--- src/rtl/seg_scan_ctrl_if.sv ---
// Application-side bundle of the seven-segment scan controller: display data in, board pins and frame strobe out.
interface seg_scan_ctrl_if #(
  parameter int DIGITS = 8
);
  logic [4*DIGITS-1:0] data_in;
  logic [DIGITS-1:0]   dp_in;
  logic [DIGITS-1:0]   blink_en;
  logic                load;
  logic                hex_mode;
  logic                blank_lz;
  logic [DIGITS-1:0]   sel;
  logic [7:0]          seg;
  logic                frame_done;

  modport master (
    output data_in, dp_in, blink_en, load, hex_mode, blank_lz,
    input  sel, seg, frame_done
  );

  modport slave (
    input  data_in, dp_in, blink_en, load, hex_mode, blank_lz,
    output sel, seg, frame_done
  );
endinterface

--- src/rtl/seg_scan_ctrl.sv ---
// Multiplexed seven-segment scan controller with dead time, blink, leading-zero
// blanking and frame-synchronous (tear-free) update of the displayed data.
module seg_scan_ctrl #(
  parameter int DIGITS         = 8,
  parameter int SCAN_DIV       = 50000,
  parameter int DEAD           = 500,
  parameter int BLINK_DIV      = 25000000,
  parameter bit SEL_ACTIVE_LOW = 1'b1,
  parameter bit SEG_ACTIVE_LOW = 1'b1
) (
  input  logic          clk,
  input  logic          rstn,
  seg_scan_ctrl_if.slave bus
);

  localparam int IDX_W = (DIGITS > 1)    ? $clog2(DIGITS)    : 1;
  localparam int CNT_W = (SCAN_DIV > 1)  ? $clog2(SCAN_DIV)  : 1;
  localparam int BLK_W = (BLINK_DIV > 1) ? $clog2(BLINK_DIV) : 1;

  localparam logic [IDX_W-1:0]  LAST_DIG = IDX_W'(DIGITS - 1);
  localparam logic [CNT_W-1:0]  LAST_CNT = CNT_W'(SCAN_DIV - 1);
  localparam logic [BLK_W-1:0]  LAST_BLK = BLK_W'(BLINK_DIV - 1);
  localparam logic [DIGITS-1:0] SEL_OFF  = {DIGITS{SEL_ACTIVE_LOW}};
  localparam logic [7:0]        SEG_OFF  = {8{SEG_ACTIVE_LOW}};

  typedef enum logic {
    BLINK_ON  = 1'b0,
    BLINK_OFF = 1'b1
  } blink_phase_e;

  // Active-high g..a pattern; non-decimal nibbles collapse to a dash outside hex mode.
  function automatic logic [6:0] decode(input logic [3:0] nib, input logic hex);
    logic [6:0] pat;
    case (nib)
      4'h0: pat = 7'h3F;
      4'h1: pat = 7'h06;
      4'h2: pat = 7'h5B;
      4'h3: pat = 7'h4F;
      4'h4: pat = 7'h66;
      4'h5: pat = 7'h6D;
      4'h6: pat = 7'h7D;
      4'h7: pat = 7'h07;
      4'h8: pat = 7'h7F;
      4'h9: pat = 7'h6F;
      4'hA: pat = 7'h77;
      4'hB: pat = 7'h7C;
      4'hC: pat = 7'h39;
      4'hD: pat = 7'h5E;
      4'hE: pat = 7'h79;
      default: pat = 7'h71;
    endcase
    if (!hex && nib > 4'd9) pat = 7'h40;
    return pat;
  endfunction

  logic [CNT_W-1:0]    slot_cnt;
  logic [IDX_W-1:0]    dig_idx;
  logic [BLK_W-1:0]    blink_cnt;
  blink_phase_e        blink_phase;

  logic [4*DIGITS-1:0] pend_data, act_data;
  logic [DIGITS-1:0]   pend_dp, act_dp;
  logic [DIGITS-1:0]   pend_blink, act_blink;
  logic                pend_valid;

  logic [DIGITS-1:0]   sel_q, sel_d;
  logic [7:0]          seg_q, seg_d;

  logic slot_end, frame_end;
  assign slot_end  = (slot_cnt == LAST_CNT);
  assign frame_end = slot_end && (dig_idx == LAST_DIG);

  // NOTE: sequential state is written with non-blocking assignments so every
  // register samples pre-edge values, independent of block ordering.
  always_ff @(posedge clk) begin
    if (rstn) begin
      slot_cnt    <= '0;
      dig_idx     <= '0;
      blink_cnt   <= '0;
      blink_phase <= BLINK_ON;
    end else begin
      slot_cnt <= slot_end ? '0 : slot_cnt + 1'b1;
      if (slot_end) dig_idx <= (dig_idx == LAST_DIG) ? '0 : dig_idx + 1'b1;
      if (blink_cnt == LAST_BLK) begin
        blink_cnt   <= '0;
        blink_phase <= (blink_phase == BLINK_ON) ? BLINK_OFF : BLINK_ON;
      end else begin
        blink_cnt <= blink_cnt + 1'b1;
      end
    end
  end

  // A load on the boundary cycle lands in pending while the old pending goes live.
  always_ff @(posedge clk) begin
    if (rstn) begin
      pend_data  <= '0;
      pend_dp    <= '0;
      pend_blink <= '0;
      pend_valid <= 1'b0;
      act_data   <= '0;
      act_dp     <= '0;
      act_blink  <= '0;
    end else begin
      if (frame_end && pend_valid) begin
        act_data  <= pend_data;
        act_dp    <= pend_dp;
        act_blink <= pend_blink;
      end
      if (bus.load) begin
        pend_data  <= bus.data_in;
        pend_dp    <= bus.dp_in;
        pend_blink <= bus.blink_en;
        pend_valid <= 1'b1;
      end else if (frame_end) begin
        pend_valid <= 1'b0;
      end
    end
  end

  logic [3:0] cur_nib;
  logic       higher_zero, lz_blank, blink_blank, dead;

  // NOTE: every always_comb output gets a default first so no path can infer a latch.
  always_comb begin
    cur_nib     = act_data[4*int'(dig_idx) +: 4];
    higher_zero = ((act_data >> (4*int'(dig_idx))) == '0);
    lz_blank    = bus.blank_lz && (dig_idx != '0) && higher_zero;
    blink_blank = (blink_phase == BLINK_OFF) && act_blink[dig_idx];
    dead        = int'(slot_cnt) < DEAD;
    sel_d       = SEL_OFF;
    seg_d       = SEG_OFF;
    if (!dead) begin
      sel_d = (DIGITS'(1) << dig_idx) ^ SEL_OFF;
      if (!lz_blank && !blink_blank)
        seg_d = {act_dp[dig_idx], decode(cur_nib, bus.hex_mode)} ^ SEG_OFF;
    end
  end

  always_ff @(posedge clk) begin
    if (rstn) begin
      sel_q <= SEL_OFF;
      seg_q <= SEG_OFF;
    end else begin
      sel_q <= sel_d;
      seg_q <= seg_d;
    end
  end

  assign bus.sel        = sel_q;
  assign bus.seg        = seg_q;
  assign bus.frame_done = frame_end && !rstn;

endmodule

--- src/flat_wrapper.sv ---
// flat-port wrapper written by rule: the top's interface ports become plain ports
module seg_scan_ctrl_flat 
#(
  parameter int DIGITS         = 8,
  parameter int SCAN_DIV       = 50000,
  parameter int DEAD           = 500,
  parameter int BLINK_DIV      = 25000000,
  parameter bit SEL_ACTIVE_LOW = 1'b1,
  parameter bit SEG_ACTIVE_LOW = 1'b1
)
  (clk, rstn, bus_data_in, bus_dp_in, bus_blink_en, bus_load, bus_hex_mode, bus_blank_lz, bus_sel, bus_seg, bus_frame_done);
  seg_scan_ctrl_if #(.DIGITS(DIGITS)) bus_i ();
  input  logic clk;
  input  logic rstn;
  input wire logic [$bits(bus_i.data_in)-1:0] bus_data_in;
  input wire logic [$bits(bus_i.dp_in)-1:0] bus_dp_in;
  input wire logic [$bits(bus_i.blink_en)-1:0] bus_blink_en;
  input wire logic [$bits(bus_i.load)-1:0] bus_load;
  input wire logic [$bits(bus_i.hex_mode)-1:0] bus_hex_mode;
  input wire logic [$bits(bus_i.blank_lz)-1:0] bus_blank_lz;
  output wire logic [$bits(bus_i.sel)-1:0] bus_sel;
  output wire logic [$bits(bus_i.seg)-1:0] bus_seg;
  output wire logic [$bits(bus_i.frame_done)-1:0] bus_frame_done;
  assign bus_i.data_in = bus_data_in;
  assign bus_i.dp_in = bus_dp_in;
  assign bus_i.blink_en = bus_blink_en;
  assign bus_i.load = bus_load;
  assign bus_i.hex_mode = bus_hex_mode;
  assign bus_i.blank_lz = bus_blank_lz;
  assign bus_sel = bus_i.sel;
  assign bus_seg = bus_i.seg;
  assign bus_frame_done = bus_i.frame_done;
  seg_scan_ctrl #(.DIGITS(DIGITS), .SCAN_DIV(SCAN_DIV), .DEAD(DEAD), .BLINK_DIV(BLINK_DIV), .SEL_ACTIVE_LOW(SEL_ACTIVE_LOW), .SEG_ACTIVE_LOW(SEG_ACTIVE_LOW)) u_core (.clk(clk), .rstn(rstn), .bus(bus_i));
endmodule
--- config.mk ---
export PLATFORM = sky130hd
export DESIGN_NAME = seg_scan_ctrl_flat
export DESIGN_NICKNAME = d
export VERILOG_FILES = /design/src/rtl/seg_scan_ctrl_if.sv /design/src/rtl/seg_scan_ctrl.sv /design/src/flat_wrapper.sv
export SDC_FILE = /design/constraint.sdc
export NUM_CORES = 1
export LEC_CHECK = 0
export ABC_AREA = 1
export BUFFER_PORTS_ARGS = -buffer_cell sky130_fd_sc_hd__clkbuf_2
export CORE_AREA = 5 5 162 164
export CTS_BUF_LIST = sky130_fd_sc_hd__clkbuf_4 sky130_fd_sc_hd__clkbuf_8 sky130_fd_sc_hd__clkbuf_16
export DETAILED_ROUTE_END_ITERATION = 12
export DIE_AREA = 0 0 167 169
export HOLD_SLACK_MARGIN = 0.1
export PLACE_DENSITY = 0.56
export SLEW_MARGIN = 10
export SYNTH_ARGS = -nofsm -noshare
export SYNTH_HDL_FRONTEND = slang
export SYNTH_SLANG_ARGS = --single-unit
--- constraint.sdc ---
create_clock -name clk -period 2 [get_ports clk]
set_input_delay 0.1 -clock clk [delete_from_list [all_inputs] [get_ports clk]]
set_output_delay 0.1 -clock clk [all_outputs]
set_load 0.1 [all_outputs]
==> flow_metrics.py, run 1 <==
metrics = {
    "status": {
        "status": "finished, final reports clean",
    },
    "pwr": {
        "ir_worst_vdd_mv": 0.3729,
        "p_leak_uw": 0.003922,
        "power_density_mw_per_mm2": 723.2,
        "seq_power_share_pct": 47.7,
        "swShare_pct": 22.80,
        "power_frac_clock_pct": 47.3,
        "p_int_uw": 5297,
        "p_comb_share_pct": 5.0,
        "netSwitchingPower_uw": 1565,
    },
    "detailed_routing": {
        "firstDrtPassIters": 7,
        "wirelength_um": 20020,
        "drt-initial-drc-count": 409,
        "num_vias": 7002,
        "drc_errors": 0,
        "ant_nets": 0,
        "routed_wire_length_per_instance_um": 13.31,
        "avgViaCountPerCell": 4.656,
    },
    "synth": {
        "synthArstFlopShare_pct": 0,
        "syn_area_mm2": 0.007238,
        "synth_edf_count": 0,
        "syn_nets": 1095,
        "syn_inst": 1030,
        "ys_seq_area_share_pct": 43.70,
        "synth_cell_types": 42,
        "synth_seq_cells": 158,
        "avgSynthCellArea_um2": 7.027,
        "ys_warn_count": 0,
        "synth-main-ff-cell": "dfxtp_1",
    },
    "layout": {
        "area_delta_synth_final_pct": 31.10,
        "final_cell_mix": "nor2_1, nand2_1, dfxtp_1",
        "drive_gt1_share_pct": 16.52,
        "final_common_cell": "nor2_1",
        "design_area_mm2": 0.009489,
        "final_util_pct": 38.35,
        "nets": 1226,
        "diodes": 0,
    },
    "critical_path": {
        "critPathSlowestCell": "dfxtp_1",
        "crit_path_start_kind": "flop",
        "slowest_delay_ps": 350,
        "cp_data_required_time_ps": 1900,
        "cp_top_family": "simple AND/OR/NAND/NOR gates",
        "cp_cell_sequence": "nor2_2 -> nand2_2 -> nor3_4 -> nand3_4 -> buf_12 -> nor2_4 -> buf_12",
        "crit_type": "flop to output pin",
        "worst-endpoint-arrival_ps": 1820,
        "crit_path_max_fanout": 5,
        "cp_num_buf_inv": 2,
        "cp_common_cell": "buf_12",
        "end_kind": "output pin",
    },
    "global_routing": {
        "grt_max_degree": 97,
        "antenna_found_initial": 0,
        "grt.overflow.total": 0,
        "grt_pass1_vias": 6826,
        "track_usage_pct": 13.90,
        "grt_pass1_wl_um": 32650,
    },
    "die": {
        "die-area_mm2": 0.02822,
        "core_mm2": 0.02475,
        "die_w_um": 167,
        "start_util_pct": 29.25,
        "die_h_um": 169,
        "io_pins": 70,
        "rows": 58,
    },
    "run": {
        "maxCapViolCount": 0,
    },
    "sta": {
        "min_period_over_period_pct": 95.99,
        "drv_slew": 0,
        "worstMarginPinSlew_ps": 577.8,
        "fmax_mhz": 520.9,
        "setup_ws_ps": 80.20,
        "period_needed_ps": 1920,
        "setup_viol": 0,
        "slew_headroom_pct": 61.64,
        "holdWs_ps": 250.0,
        "finalClockSkew_ps": 11.33,
        "hold_violations": 0,
    },
    "clock_network": {
        "clockRootBuffer": "clkbuf_16",
        "clk_latency_ps": 430,
        "htreeDepth": 4,
        "clk_pin_slew_ps": 60,
        "cts_sinks": 158,
        "cts_inserted_buffers": 17,
        "cts.path.max_buffers": 2,
        "cts_tree": "yes",
    },
    "placement": {
        "dpl_cell_area_mm2": 0.008006,
        "pre_cts_ws_ps": 53.02,
        "routabilityCongestion": 0.8872,
        "port_buffers": 69,
        "dpl.hpwl_um": 13000,
    },
    "min_path": {
        "worstHoldPathType": "input pin to flop",
    },
}
layer usage:
| layer | vias up | wire length (um) | GRT usage (%) |
|---|---|---|---|
| met1 | 3184 | 9932 | 18.72 |
| met2 | 152 | 9005 | 22.07 |
| li1 | 3641 | - | - |
| met3 | 25 | 756 | 3.106 |
| met4 | 0 | 325 | 4.767 |
| met5 | - | 0 | 0 |
flip-flops by register name, indices dropped and copies added (netlist names):
name	cells
u_core.pend_valid	1
u_core.slot_cnt	16
u_core.bus.seg	8
u_core.pend_blink	8
u_core.blink_cnt	25
u_core.dig_idx	3
u_core.act_dp	8
u_core.pend_dp	8
u_core.pend_data	32
u_core.bus.sel	8
u_core.act_blink	8
u_core.blink_phase	1
u_core.act_data	32
path summary, 6_finish.rpt:
path                                           from                  to  slack [ps]  cells past startpoint
worst max-delay path            u_core.slot_cnt[13]      bus_frame_done          80                      7
worst min-delay path                   bus_blank_lz   u_core.bus.seg[5]         250                      7
worst max register to register   u_core.slot_cnt[0]  u_core.act_data[7]         100                     12
worst min register to register   u_core.slot_cnt[0]  u_core.slot_cnt[0]         440                      1
cells by family after synthesis:
family,after synthesis,share of synthesized area [%]
buffers and inverters,116,6.811
DFF,158,43.70
AOI/OAI and AO/OA,150,10.91
and+or+nand+nor,582,35.06
adders and majority gates,12,2.074
xor gates and xnor gates,12,1.452
cells in the mapped netlist (12+ instances only):
master	instances	share of area, %
ha_1	12	2.1
nor3_1	65	4.5
o21ai_1	21	1.5
dfxtp_1	158	44
a21oi_1	25	1.7
clkbuf_1	24	1.2
buf_2	16	1.1
nand2_1	183	9.5
nor2_1	215	11
inv_1	57	3.0
nand3_1	73	5.0
o21ai_0	91	6.3
power by group through the flow:
stage                     registers (uW)  clock network [uW]  logic, uW
after floorplan                     3320                   0        163
after global placement              3340                   0        262
after detailed placement            3340                   0        265
after CTS                           3270                3350        344
after global routing                3280                3470        391
final                               3270                3250        342
worst min-delay path: cells and delay by family:
| family | cells | cell delay (ps) |
|---|---|---|
| AO/OA/AOI/OAI | 1 | 80 |
| buffers and inverters | 1 | 100 |
| AND/OR/NAND/NOR | 5 | 340 |
area by class of cell:
| class | count | area (um^2) |
|---|---|---|
| clock buffers | 20 | 454.2 |
| clock inverters | 12 | 137.6 |
| fillers | 2623 | 15260 |
| inverters | 64 | 242.7 |
| multi-input cells | 756 | 3681 |
| flip-flops and latches | 158 | 3176 |
| well taps | 330 | 412.9 |
| repair buffers | 164 | 1385 |
through the flow:
| stage | TNS [ps] | power, uW | cells |
|---|---|---|---|
| finish | 0 | 6862 | 1504 |
| global route | -61.03 | 7144 | 1504 |
| detailed placement | 0 | 3605 | 1400 |
| global placement | 0 | 3601 | 1400 |
| CTS | 0 | 6964 | 1490 |
| floorplan | 0 | 3488 | 1030 |
timing repair:
item,4_1_cts,5_1_grt
hold endpoints to repair,52,0
gates resized for setup,16,17
endpoints found under the setup margin,1,55
buffers inserted,5,10
hold buffers,51,0
pin swaps,5,8
cloned,2,4
Power figures use the tool's default switching activity.
==> run 2, diff against run 1 <==
CORE_AREA = 5 5 129 131   (was 5 5 162 164)
CTS_CLUSTER_SIZE = 8   (was not set)
DIE_AREA = 0 0 134 136   (was 0 0 167 169)
PLACE_DENSITY = 0.78   (was 0.56)
==> run 2 against run 1 <==
  * Setup slack got worse by 16 ps
  * Worst hold slack got worse by 31 ps
  * Die area is 35% lower
==> flow_metrics.py, run 2 (same netlist as run 1, synthesis figures left out) <==
metrics = {
    "clock_network": {
        "cts_sinks": 158,
        "clk_latency_ps": 430,
        "clockRootBuffer": "clkbuf_16",
        "clk_pin_slew_ps": 60,
        "cts.path.max_buffers": 2,
        "cts_tree": "yes",
        "htreeDepth": 4,
        "cts_inserted_buffers": 17,
    },
    "layout": {
        "top_regs": "u_core.act_data (32), u_core.pend_data (32), u_core.blink_cnt (25)",
        "final_common_cell": "nor2_1",
        "fillers": 1346,
        "final_cell_mix": "nor2_1, nand2_1, dfxtp_1",
        "diodes": 0,
        "nets": 1220,
        "drive_gt1_share_pct": 16.20,
        "final_util_pct": 59.68,
        "area_delta_synth_final_pct": 27.66,
    },
    "sta": {
        "hold_violations": 0,
        "rsz0062_at_grt": "true",
        "slew_headroom_pct": 63.67,
        "min_period_over_period_pct": 96.81,
        "finalClockSkew_ps": 11.10,
        "setup_viol": 0,
        "worstMarginPinSlew_ps": 547.2,
        "drv_slew": 0,
        "fmax_mhz": 516.5,
        "period_needed_ps": 1936,
    },
    "run": {
        "maxCapViolCount": 0,
    },
    "die": {
        "die_w_um": 134,
        "rows": 46,
        "die_h_um": 136,
        "core_mm2": 0.01548,
        "die-area_mm2": 0.01822,
        "io_pins": 70,
        "start_util_pct": 46.75,
    },
    "placement": {
        "dpl.hpwl_um": 11800,
        "routabilityCongestion": 0.9270,
        "port_buffers": 69,
    },
    "pwr": {
        "ir_worst_vdd_mv": 0.6031,
        "power_frac_clock_pct": 46.4,
        "p_total_uw": 6748,
        "p_int_uw": 5273,
        "netSwitchingPower_uw": 1475,
        "seq_power_share_pct": 48.5,
        "p_leak_uw": 0.003883,
        "p_comb_share_pct": 5.1,
        "power_density_mw_per_mm2": 730.3,
        "swShare_pct": 21.86,
    },
    "min_path": {
        "min_from": "bus_load",
        "worstHoldPathType": "input pin to flop",
    },
    "critical_path": {
        "end_kind": "flop",
        "cp_num_buf_inv": 4,
        "cp_data_required_time_ps": 2360,
        "critPathSlowestCell": "dfxtp_4",
        "crit_path_start_kind": "flop",
        "cp_top_family": "simple AND/OR/NAND/NOR gates",
        "crit_path_start": "u_core.slot_cnt[0]",
        "slowest_delay_ps": 360,
        "cp_cell_sequence": "ha_4 -> nand2_1 -> inv_2 -> nand2_4 -> nor2_8 -> buf_6 -> nand4_4 -> nor3_4 -> buf_12 -> clkbuf_16 -> o21ai_0 -> nor2_1",
        "worst-endpoint-arrival_ps": 2300,
        "crit_type": "flop to flop",
        "crit_path_max_fanout": 12,
        "reg2reg_from": "u_core.slot_cnt[0]",
    },
    "global_routing": {
        "antenna_found_initial": 0,
        "grt.overflow.total": 0,
        "track_usage_pct": 20.59,
        "grt_pass1_vias": 6590,
        "grt_max_degree": 101,
        "grt_pass1_wl_um": 30710,
    },
    "detailed_routing": {
        "avgViaCountPerCell": 5.311,
        "wirelength_um": 19240,
        "drt-initial-drc-count": 607,
        "routed_wire_length_per_instance_um": 14.16,
        "ant_nets": 0,
        "drc_errors": 0,
        "num_vias": 7217,
        "firstDrtPassIters": 5,
    },
    "status": {
        "status": "finished, final reports clean",
    },
}
[run 2: path summary, 6_finish.rpt]
kind	cells past startpoint	slack (ps)	end
worst max-delay path	12	60	u_core.act_data[1]
worst min-delay path	3	220	u_core.pend_data[14]
worst max register to register	12	60	u_core.act_data[1]
worst min register to register	1	440	u_core.slot_cnt[0]
[run 2: repair_timing]
item | in CTS | in global routing
hold endpoints to repair | 52 | 0
pin swaps | 3 | 8
gates cloned | 1 | 5
gates resized for setup | 11 | 25
buffers inserted | 3 | 7
hold buffers | 50 | 0
endpoints found under the setup margin | 1 | 63
[run 2: per-stage QoR]
step | cell area, um^2 | TNS [ps] | worst slack (ps) | instances | hold WS (ps)
floorplan | 7246 | 0 | 111.0 | 1030 | 169.1
global placement | 7809 | 0 | 179.7 | 1262 | 322.6
detailed placement | 7809 | 0 | 92.23 | 1262 | 326.8
CTS | 8976 | 0 | 13.58 | 1347 | 185.5
global route | 9240 | -2198 | -100.9 | 1359 | 248.4
finish | 9240 | 0 | 63.89 | 1359 | 218.5
[run 2: worst reg2reg max path, cell delays in order (launching register included)]
cell	delay, ps
dfxtp_4	360
ha_4	130
nand2_1	60
inv_2	80
nand2_4	80
nor2_8	130
buf_6	130
nand4_4	120
nor3_4	250
buf_12	170
clkbuf_16	170
o21ai_0	90
nor2_1	100
[run 2: routing by layer]
layer	routed length [um]	share of wire (%)	GRT usage [%]
met1	8663	45	27.11
met2	8729	45	32.54
met3	1139	5.9	4.219
met4	711	3.7	9.600
met5	0	0	0
[run 2: power groups by stage]
stage               Clock [uW]  Combinational (uW)  Sequential (uW)
floorplan                    0                 163             3320
global placement             0                 258             3340
detailed placement           0                 259             3340
CTS                       3200                 337             3270
global route              3340                 386             3280
finish                    3130                 342             3270
[run 2: area by class of cell]
cell class	count	area, um^2	area share, %
clock inverter	10	117.6	1.273
tap	192	240.2	2.600
timing repair buffer	158	1321	14.30
sequential	158	3172	34.33
clock buffer	21	455.4	4.929
multi-input combinational	756	3691	39.95
inverter	64	242.7	2.627
==> run 3, diff against run 2 <==
CORE_AREA = 5 5 123 125   (was 5 5 129 131)
DIE_AREA = 0 0 128 130   (was 0 0 134 136)
PLACE_DENSITY = 0.84   (was 0.78)
==> run 3 against run 2 <==
  * Routed wire length increased by 3.7%
  * Fmax shrank 0.76%
  * Sequential cell count unchanged
  * Cell count shrank 0.52%
  * Sequential power about the same
  * Clock skew decreased by 1.4 ps
  * Combinational power up 5%
  * Via count is 2.6% higher
  * Critical path type unchanged
  * Critical endpoint is now u_core.act_blink[0]
  * Largest cell class unchanged
  * Largest power group is now the clock network
==> flow_metrics.py, run 3 (same netlist as run 1, synthesis figures left out) <==
metrics = {
    "global_routing": {
        "track_usage_pct": 23.60,
        "grt_pass1_vias": 6892,
        "grt_pass1_wl_um": 32050,
        "antenna_found_initial": 0,
        "grt.overflow.total": 0,
        "grt_max_degree": 76,
    },
    "detailed_routing": {
        "num_vias": 7403,
        "drc_errors": 0,
        "wl_met1_um": 8474,
        "drt-initial-drc-count": 851,
        "highest_layer": "met4",
        "firstDrtPassIters": 5,
        "wirelength_um": 19950,
        "met3_length_um": 1366,
        "wl_met2_um": 9473,
        "routed_wire_length_per_instance_um": 14.76,
        "avgViaCountPerCell": 5.476,
        "ant_nets": 0,
    },
    "layout": {
        "final_util_pct": 68.01,
        "area_delta_synth_final_pct": 29.42,
        "multiInputGateArea_mm2": 0.003695,
        "diodes": 0,
        "nets": 1225,
        "seqCellArea_mm2": 0.003178,
        "final_cell_mix": "nor2_1, nand2_1, dfxtp_1",
        "drive_gt1_share_pct": 16.55,
        "final_common_cell": "nor2_1",
        "fillers": 1073,
        "top_regs": "u_core.act_data (32), u_core.pend_data (32), u_core.blink_cnt (25)",
    },
    "sta": {
        "setup_viol": 0,
        "slew_headroom_pct": 63.72,
        "drv_slew": 0,
        "hold_violations": 0,
        "min_period_over_period_pct": 97.54,
        "setup_ws_ps": 49.13,
        "worstMarginPinSlew_ps": 546.6,
        "finalClockSkew_ps": 9.665,
        "finalSetupTns_ps": 0,
        "fmax_mhz": 512.6,
        "period_needed_ps": 1951,
        "rsz0062_at_grt": "true",
        "holdWs_ps": 260.6,
    },
    "critical_path": {
        "cp_cell_sequence": "ha_4 -> nand2_1 -> inv_2 -> nand2_4 -> nor2_8 -> buf_6 -> nand4_4 -> nor3_4 -> buf_6 -> clkbuf_16 -> o21ai_1 -> nor2_1",
        "cp_common_cell": "buf_6",
        "cp_data_required_time_ps": 2360,
        "reg2reg_depth": 12,
        "r2r-end": "u_core.act_blink[0]",
        "crit_type": "flop to flop",
        "crit_path_start_kind": "flop",
        "crit_path_max_fanout": 12,
        "reg2reg_from": "u_core.slot_cnt[1]",
        "reg2reg_slack_ps": 50,
        "slowest_delay_ps": 350,
        "critPathSlowestCell": "dfxtp_2",
        "end_kind": "flop",
        "worst-endpoint-arrival_ps": 2310,
    },
    "placement": {
        "pre_cts_ws_ps": 33.66,
        "dpl.hpwl_um": 11720,
        "routabilityCongestion": 0.9052,
        "port_buffers": 69,
    },
    "die": {
        "die_h_um": 130,
        "start_util_pct": 52.55,
        "die_w_um": 128,
        "core_mm2": 0.01377,
        "io_pins": 70,
        "rows": 43,
        "die-area_mm2": 0.01664,
    },
    "run": {
        "maxCapViolCount": 0,
    },
    "min_path": {
        "hold-path-endpoint": "u_core.pend_valid",
        "min_from": "bus_load",
        "whs_path_depth": 3,
        "worstHoldPathType": "input pin to flop",
    },
    "status": {
        "status": "finished, final reports clean",
    },
    "clock_network": {
        "cts_tree": "yes",
        "clk_latency_ps": 430,
        "clockRootBuffer": "clkbuf_16",
        "htreeDepth": 4,
        "cts_sinks": 158,
        "cts.path.max_buffers": 2,
        "cts_inserted_buffers": 17,
        "clk_pin_slew_ps": 60,
    },
    "pwr": {
        "p_leak_uw": 0.003975,
        "power_density_mw_per_mm2": 754.3,
        "ir_worst_vdd_mv": 0.5823,
    },
}
==> run 3: critical path: cells and delay by family (launching register included) <==
family	cells	cell delay (ps)
adder cells (fa/ha/maj)	1	140
buffers and inverters	4	560
flip-flops	1	350
AO/OA/AOI/OAI	1	70
AND/OR/NAND/NOR	6	760
==> run 3: final cells by class <==
| type | count | area share (%) |
|---|---|---|
| Clock inverter | 6 | 1.416 |
| Sequential cell | 158 | 33.93 |
| Clock buffer | 25 | 5.316 |
| Tap cell | 180 | 2.404 |
| Timing Repair Buffer | 163 | 14.85 |
| Inverter | 64 | 2.645 |
| Multi-Input combinational cell | 756 | 39.44 |
==> run 3: report_power, final <==
group	leakage, uW	internal (uW)	switching (uW)	total [uW]
combinational	0.00237	174	186	360
clock	0.000312	2230	1210	3440
sequential	0.00129	3220	44.4	3270
==> run 3: metrics by stage <==
stage | instances | instance area, um^2 | total power [uW]
final | 1352 | 9368 | 7066
after global routing | 1352 | 9368 | 7316
after CTS | 1337 | 9097 | 7094
after detailed placement | 1251 | 7839 | 3602
after global placement | 1251 | 7839 | 3596
after floorplan | 1030 | 7246 | 3488
==> run 3: timing repair <==
item / in CTS / in global routing
endpoints found under the hold margin: 52 / 0
pin swaps: 4 / 9
endpoints found under the setup margin: 1 / 61
hold buffers: 50 / 0
setup buffers: 3 / 10
cloned: 2 / 5
gates resized for setup: 10 / 31
==> run 3: worst max-delay path by stage <==
stage                                endpoint  slack, ps                start  cells past startpoint
after floorplan             u_core.bus.seg[0]        110    u_core.dig_idx[1]                     12
after global placement      u_core.bus.seg[3]        100    u_core.dig_idx[0]                     12
after detailed placement    u_core.bus.seg[2]         30    u_core.dig_idx[0]                     12
after CTS                      bus_frame_done         40  u_core.slot_cnt[11]                      7
after global routing         u_core.act_dp[5]        -80   u_core.slot_cnt[1]                     12
final                     u_core.act_blink[0]         50   u_core.slot_cnt[1]                     12
==> run 3: layer usage <==
metal  GRT usage [%]  up-vias
li1                -     3647
met1           30.10     3373
met2           39.62      320
met3           5.076       63
met4           8.489        0
met5               0        -
